**config.mk**
```make
export PLATFORM = sky130hd
export DESIGN_NAME = rptr_handler_flat
export DESIGN_NICKNAME = d
export VERILOG_FILES = /design/src/rtl/rptr_handler_if.sv /design/src/rtl/rptr_handler.sv /design/src/flat_wrapper.sv
export SDC_FILE = /design/constraint.sdc
export NUM_CORES = 1
export LEC_CHECK = 0
export ABC_AREA = 0
export CAP_MARGIN = 15
export CORE_UTILIZATION = 30
export CTS_CLUSTER_DIAMETER = 40
export DETAILED_ROUTE_END_ITERATION = 7
export PLACE_DENSITY = 0.52
export SLEW_MARGIN = 20
export SYNTH_ARGS = -nofsm -noshare
export SYNTH_HDL_FRONTEND = slang
export SYNTH_SLANG_ARGS = --single-unit
```
**constraint.sdc**
```tcl
create_clock -name rclk -period 4.18 [get_ports rclk]
set_input_delay 0.836 -clock rclk [delete_from_list [all_inputs] [get_ports rclk]]
set_output_delay 0.836 -clock rclk [all_outputs]
set_load 0.05 [all_outputs]
```
**src/rtl/rptr_handler_if.sv**
```systemverilog
// rtl/rptr_handler_if.sv - read-side FIFO pointer/flag bus
// Purpose: groups the read-request, synchronised write pointer and all
//          read-side status outputs of rptr_handler.
// Ports (signals):
//   rinc          read request                      (master -> slave)
//   rq2_wptr      Gray write pointer, rclk domain   (master -> slave)
//   raddr         binary read address               (slave -> master)
//   rptr          registered Gray read pointer      (slave -> master)
//   rempty        registered empty flag             (slave -> master)
//   ralmost_empty registered almost-empty flag      (slave -> master)
//   rlevel        registered fill level             (slave -> master)
//   rvalid        read accepted on previous edge    (slave -> master)
//   runderflow    sticky read-while-empty flag      (slave -> master)
interface rptr_handler_if #(
  parameter int PTR_WIDTH = 3
);
  logic                 rinc;
  logic [PTR_WIDTH:0]   rq2_wptr;
  logic [PTR_WIDTH-1:0] raddr;
  logic [PTR_WIDTH:0]   rptr;
  logic                 rempty;
  logic                 ralmost_empty;
  logic [PTR_WIDTH:0]   rlevel;
  logic                 rvalid;
  logic                 runderflow;

  modport master (
    output rinc, rq2_wptr,
    input  raddr, rptr, rempty, ralmost_empty, rlevel, rvalid, runderflow
  );

  modport slave (
    input  rinc, rq2_wptr,
    output raddr, rptr, rempty, ralmost_empty, rlevel, rvalid, runderflow
  );
endinterface

```
**src/rtl/rptr_handler.sv**
```systemverilog
// rtl/rptr_handler.sv - async FIFO read-domain pointer and flag handler
// Purpose: keeps the binary read pointer, publishes a registered Gray read
//          pointer and derives registered empty/almost-empty/level/valid/
//          underflow status from the synchronised Gray write pointer.
// Ports:
//   rclk  read-domain clock
//   rrst  asynchronous active-high reset
//   bus   rptr_handler_if slave modport (rinc, rq2_wptr in; status out)
module rptr_handler #(
  parameter int PTR_WIDTH = 3,
  parameter int AE_THRESH = 2
) (
  input  logic          rclk,
  input  logic          rrst,
  rptr_handler_if.slave bus
);

  localparam int PW = PTR_WIDTH;
  localparam logic [PW:0] AE_LIMIT = (PW + 1)'(AE_THRESH);

  logic [PW:0] rbin_q, rbin_d;
  logic [PW:0] rptr_q, rptr_d;
  logic [PW:0] rlevel_q, rlevel_d;
  logic        rempty_q, rempty_d;
  logic        rae_q, rae_d;
  logic        rvalid_q, rvalid_d;
  logic        runder_q, runder_d;
  logic        rd_ok;
  logic [PW:0] wbin;

  // Gray to binary: each binary bit is the XOR of all Gray bits at or above it.
  always_comb begin
    wbin     = '0;
    wbin[PW] = bus.rq2_wptr[PW];
    for (int i = PW - 1; i >= 0; i--) begin
      wbin[i] = wbin[i+1] ^ bus.rq2_wptr[i];
    end
  end

  // Accept uses the registered empty flag, so a read can never race a
  // write pointer that has only just arrived.
  assign rd_ok = bus.rinc & ~rempty_q;

  always_comb begin
    rbin_d   = rbin_q + {{PW{1'b0}}, rd_ok};
    rptr_d   = rbin_d ^ (rbin_d >> 1);
    rlevel_d = wbin - rbin_d;
    rempty_d = (rptr_d == bus.rq2_wptr);
    rae_d    = (rlevel_d <= AE_LIMIT);
    rvalid_d = rd_ok;
    runder_d = runder_q | (bus.rinc & rempty_q);
  end

  always_ff @(posedge rclk or posedge rrst) begin
    if (rrst) begin
      rbin_q   <= '0;
      rptr_q   <= '0;
      rlevel_q <= '0;
      rempty_q <= 1'b1;
      rae_q    <= 1'b1;
      rvalid_q <= 1'b0;
      runder_q <= 1'b0;
    end else begin
      rbin_q   <= rbin_d;
      rptr_q   <= rptr_d;
      rlevel_q <= rlevel_d;
      rempty_q <= rempty_d;
      rae_q    <= rae_d;
      rvalid_q <= rvalid_d;
      runder_q <= runder_d;
    end
  end

  assign bus.raddr         = rbin_q[PW-1:0];
  assign bus.rptr          = rptr_q;
  assign bus.rempty        = rempty_q;
  assign bus.ralmost_empty = rae_q;
  assign bus.rlevel        = rlevel_q;
  assign bus.rvalid        = rvalid_q;
  assign bus.runderflow    = runder_q;

endmodule

```
**src/flat_wrapper.sv**
```systemverilog
// flat-port wrapper written by rule: the top's interface ports become plain ports
module rptr_handler_flat 
#(
  parameter int PTR_WIDTH = 3,
  parameter int AE_THRESH = 2
)
  (rclk, rrst, bus_rinc, bus_rq2_wptr, bus_raddr, bus_rptr, bus_rempty, bus_ralmost_empty, bus_rlevel, bus_rvalid, bus_runderflow);
  rptr_handler_if #(.PTR_WIDTH(PTR_WIDTH)) bus_i ();
  input  logic rclk;
  input  logic rrst;
  input wire logic [$bits(bus_i.rinc)-1:0] bus_rinc;
  input wire logic [$bits(bus_i.rq2_wptr)-1:0] bus_rq2_wptr;
  output wire logic [$bits(bus_i.raddr)-1:0] bus_raddr;
  output wire logic [$bits(bus_i.rptr)-1:0] bus_rptr;
  output wire logic [$bits(bus_i.rempty)-1:0] bus_rempty;
  output wire logic [$bits(bus_i.ralmost_empty)-1:0] bus_ralmost_empty;
  output wire logic [$bits(bus_i.rlevel)-1:0] bus_rlevel;
  output wire logic [$bits(bus_i.rvalid)-1:0] bus_rvalid;
  output wire logic [$bits(bus_i.runderflow)-1:0] bus_runderflow;
  assign bus_i.rinc = bus_rinc;
  assign bus_i.rq2_wptr = bus_rq2_wptr;
  assign bus_raddr = bus_i.raddr;
  assign bus_rptr = bus_i.rptr;
  assign bus_rempty = bus_i.rempty;
  assign bus_ralmost_empty = bus_i.ralmost_empty;
  assign bus_rlevel = bus_i.rlevel;
  assign bus_rvalid = bus_i.rvalid;
  assign bus_runderflow = bus_i.runderflow;
  rptr_handler #(.PTR_WIDTH(PTR_WIDTH), .AE_THRESH(AE_THRESH)) u_core (.rclk(rclk), .rrst(rrst), .bus(bus_i));
endmodule
```
==> metrics.yaml <==
status:
  outcome: "finished clean"
drt:
  drtPass1Iterations: 1
  drt_iter0_drc: 0
  via_per_inst: 4.39
  detail-route-antenna-nets: 0
  wl_per_cell_um: 10.9
  drc: 0
  drt_wl_total_mm: 1.23
  vias: 496
critical_path:
  startpoint_type: "input pin"
  path_class: "in2reg"
  end_kind: "flop"
  r2r-end: "u_core.bus.ralmost_empty$_DFF_PP1_"
  reg2reg_depth: 7
  critPathMaxFanout: 4
  cp.required_ns: 4.38
  cp.arrival_ns: 3.45
  regToRegStartpoint: "u_core.bus.rempty$_DFF_PP1_"
  rrSetupSlack_ns: 1.66
synth:
  synth_compound_area_share_pct: 5.54
  synthAdderAreaFrac_pct: 10.7
  yosysTopAreaCell: "dfrtp_1"
  yosysSeqAreaShare_pct: 50.7
  synth_top_family_by_area: "XOR/XNOR gates"
  netlist.area_leader.share_pct: 43.6
  netlist_area_um2: 746
  syn_nets: 72
  muxShareOfSynthArea_pct: 1.34
  yosysUniqueCellTypes: 25
  synthSimpleGateAreaFrac_pct: 6.71
  ys_top_cells_by_area: "dfrtp_1 (44%), xnor2_1 (12%), dfstp_2 (7.0%)"
  ys_ff_latch: 15
  netlist_instances: 60
  synth_xor_area_share_pct: 22.0
  syn_avg_cell_area_um2: 12.4
  yosysWarnings: 0
grt:
  grt_max_degree: 16
  grt_pass1_vias: 471
  overflow: 0
  grt_pass1_wl_mm: 2.16
  antenna_found_initial: 0
  track_usage_pct: 11.4
cts:
  cts_root_buffer: "clkbuf_4"
  cts_buffers: 3
  clkTransAtPathRegs_ns: 0.08
  clock_latency_ns: 0.27
  clock_sinks: 15
  post_cts_resized: 0
  ctsLongestPathBuffers: 2
  cts_tree: "built"
  cts_max_level: 1
  post_cts_buffers: 0
  cts_hold_buf: 0
flow_run:
  drv_cap: 0
sta:
  setup_viol: 0
  slew_viol_final: 0
  fmax_mhz: 307
  final.min_clock_period_ns: 3.25
  relSlewSlack_pct: 61.1
  finalCritPeriodShare_pct: 77.8
  finClkSkew_ns: 0.00269
  worst_hold_slack_ns: 0.459
  tightest_slew_ns: 0.583
  rsz0062_at_grt: "no"
  tns_ns: 0
  postLayoutSetupSlackWorst_ns: 0.926
  hold_violations: 0
min_path:
  min_path_type: "reg2reg"
  hold_depth: 1
  hold-path-endpoint: "u_core.bus.runderflow$_DFF_PP0_"
  min-delay-start: "u_core.bus.runderflow$_DFF_PP0_"
placement:
  place_congestion: 0.780
  port_buffers: 21
  postPlaceCellArea_um2: 991
  hpwl_um: 992
  pre_cts_ws_ns: 0.635
floorplanning:
  rows: 17
  fp.dieArea_um2: 2690
  core_um2: 2280
  initial_core_util_pct: 32.8
  ios: 22
  fp.dieW_um: 51.9
  die_h_um: 51.9
finish:
  stdcell_area_um2: 1020
  fin_nets: 98
  final_common_cell: "clkdlybuf4s50_1"
  layout_common_cells: "clkdlybuf4s50_1 (21), dfrtp_1 (13), xnor2_1 (10)"
  drive_gt1_share_pct: 9.41
  n_antenna_cell: 0
  synthToLayoutAreaGrowth_pct: 36.4
==> synth_stat cells <==
cell type / count
ha_1: 4
and3_1: 1
o211a_1: 1
a21boi_0: 1
and2_1: 1
xnor2_1: 10
maj3_1: 1
xor2_2: 1
fa_1: 1
or4_1: 1
nand3_1: 1
a21oi_1: 1
nor2_2: 1
o21ai_0: 1
xnor2_2: 1
a21o_1: 1
nor2_1: 2
nor3_1: 1
inv_1: 6
dfstp_2: 2
nor2b_1: 1
o22ai_1: 1
mux2i_1: 1
dfrtp_1: 13
xor2_1: 5
==> flip-flops by register name, summed over array words and instances, names as in the netlist <==
name	cells
u_core.bus.ralmost_empty	1
u_core.bus.rlevel	4
u_core.bus.rptr	3
u_core.bus.rvalid	1
u_core.rbin_q	4
u_core.bus.runderflow	1
u_core.bus.rempty	1
==> final cells by class <==
cell class | instances | area, um^2
Clock buffer | 4 | 26.3
Fill cell | 213 | 1260
Inverter | 6 | 22.5
Multi-Input combinational cell | 39 | 345
Sequential cell | 15 | 378
Tap cell | 28 | 35.0
Timing Repair Buffer | 21 | 210
==> how the worst max path moves through the flow <==
stage	startpoint	endpoint	slack [ns]	cells past startpoint
final	bus_rq2_wptr[3]	u_core.bus.ralmost_empty$_DFF_PP1_	0.93	9
after global placement	bus_rq2_wptr[3]	u_core.bus.ralmost_empty$_DFF_PP1_	0.72	9
after CTS	bus_rq2_wptr[3]	u_core.bus.ralmost_empty$_DFF_PP1_	0.92	9
after global routing	bus_rq2_wptr[3]	u_core.bus.ralmost_empty$_DFF_PP1_	0.77	9
after detailed placement	bus_rq2_wptr[3]	u_core.bus.ralmost_empty$_DFF_PP1_	0.64	9
after floorplan	bus_rq2_wptr[3]	u_core.bus.ralmost_empty$_DFF_PP1_	1.34	8
==> worst max-delay path, stage by stage <==
cell and delay [ns]:
clkdlybuf4s50_1 0.47, xnor2_2 0.30, xor2_1 0.34, xor2_1 0.12, ha_1 0.24, fa_1 0.54, nor2_1 0.06, or4_1 0.39
o22ai_1 0.17
==> logic make-up after synthesis <==
group | after synthesis
buf+inv | 6
simple gates | 9
fa+ha+maj | 6
xor+xnor | 17
flops | 15
compound gates | 6
mux | 1
==> per-stage QoR <==
step | cells | util, %
3_5_place_dp | 109 | 43.5
3_3_place_gp | 109 | 43.5
5_1_grt | 113 | 44.7
6_report | 113 | 44.7
4_1_cts | 113 | 44.7
2_1_floorplan | 60 | -
==> layer usage <==
layer	share of wire, %	track usage, %	vias up	wire length [um]
met5	0	0	-	0
met4	1.5	8.11	0	19
met3	4.1	2.05	2	51
met2	45	15.4	12	558
met1	49	15.9	236	601
li1	-	-	246	-
Power is not shown: default switching activity piles up to over one toggle a cycle in this logic, so the estimate is an artifact.
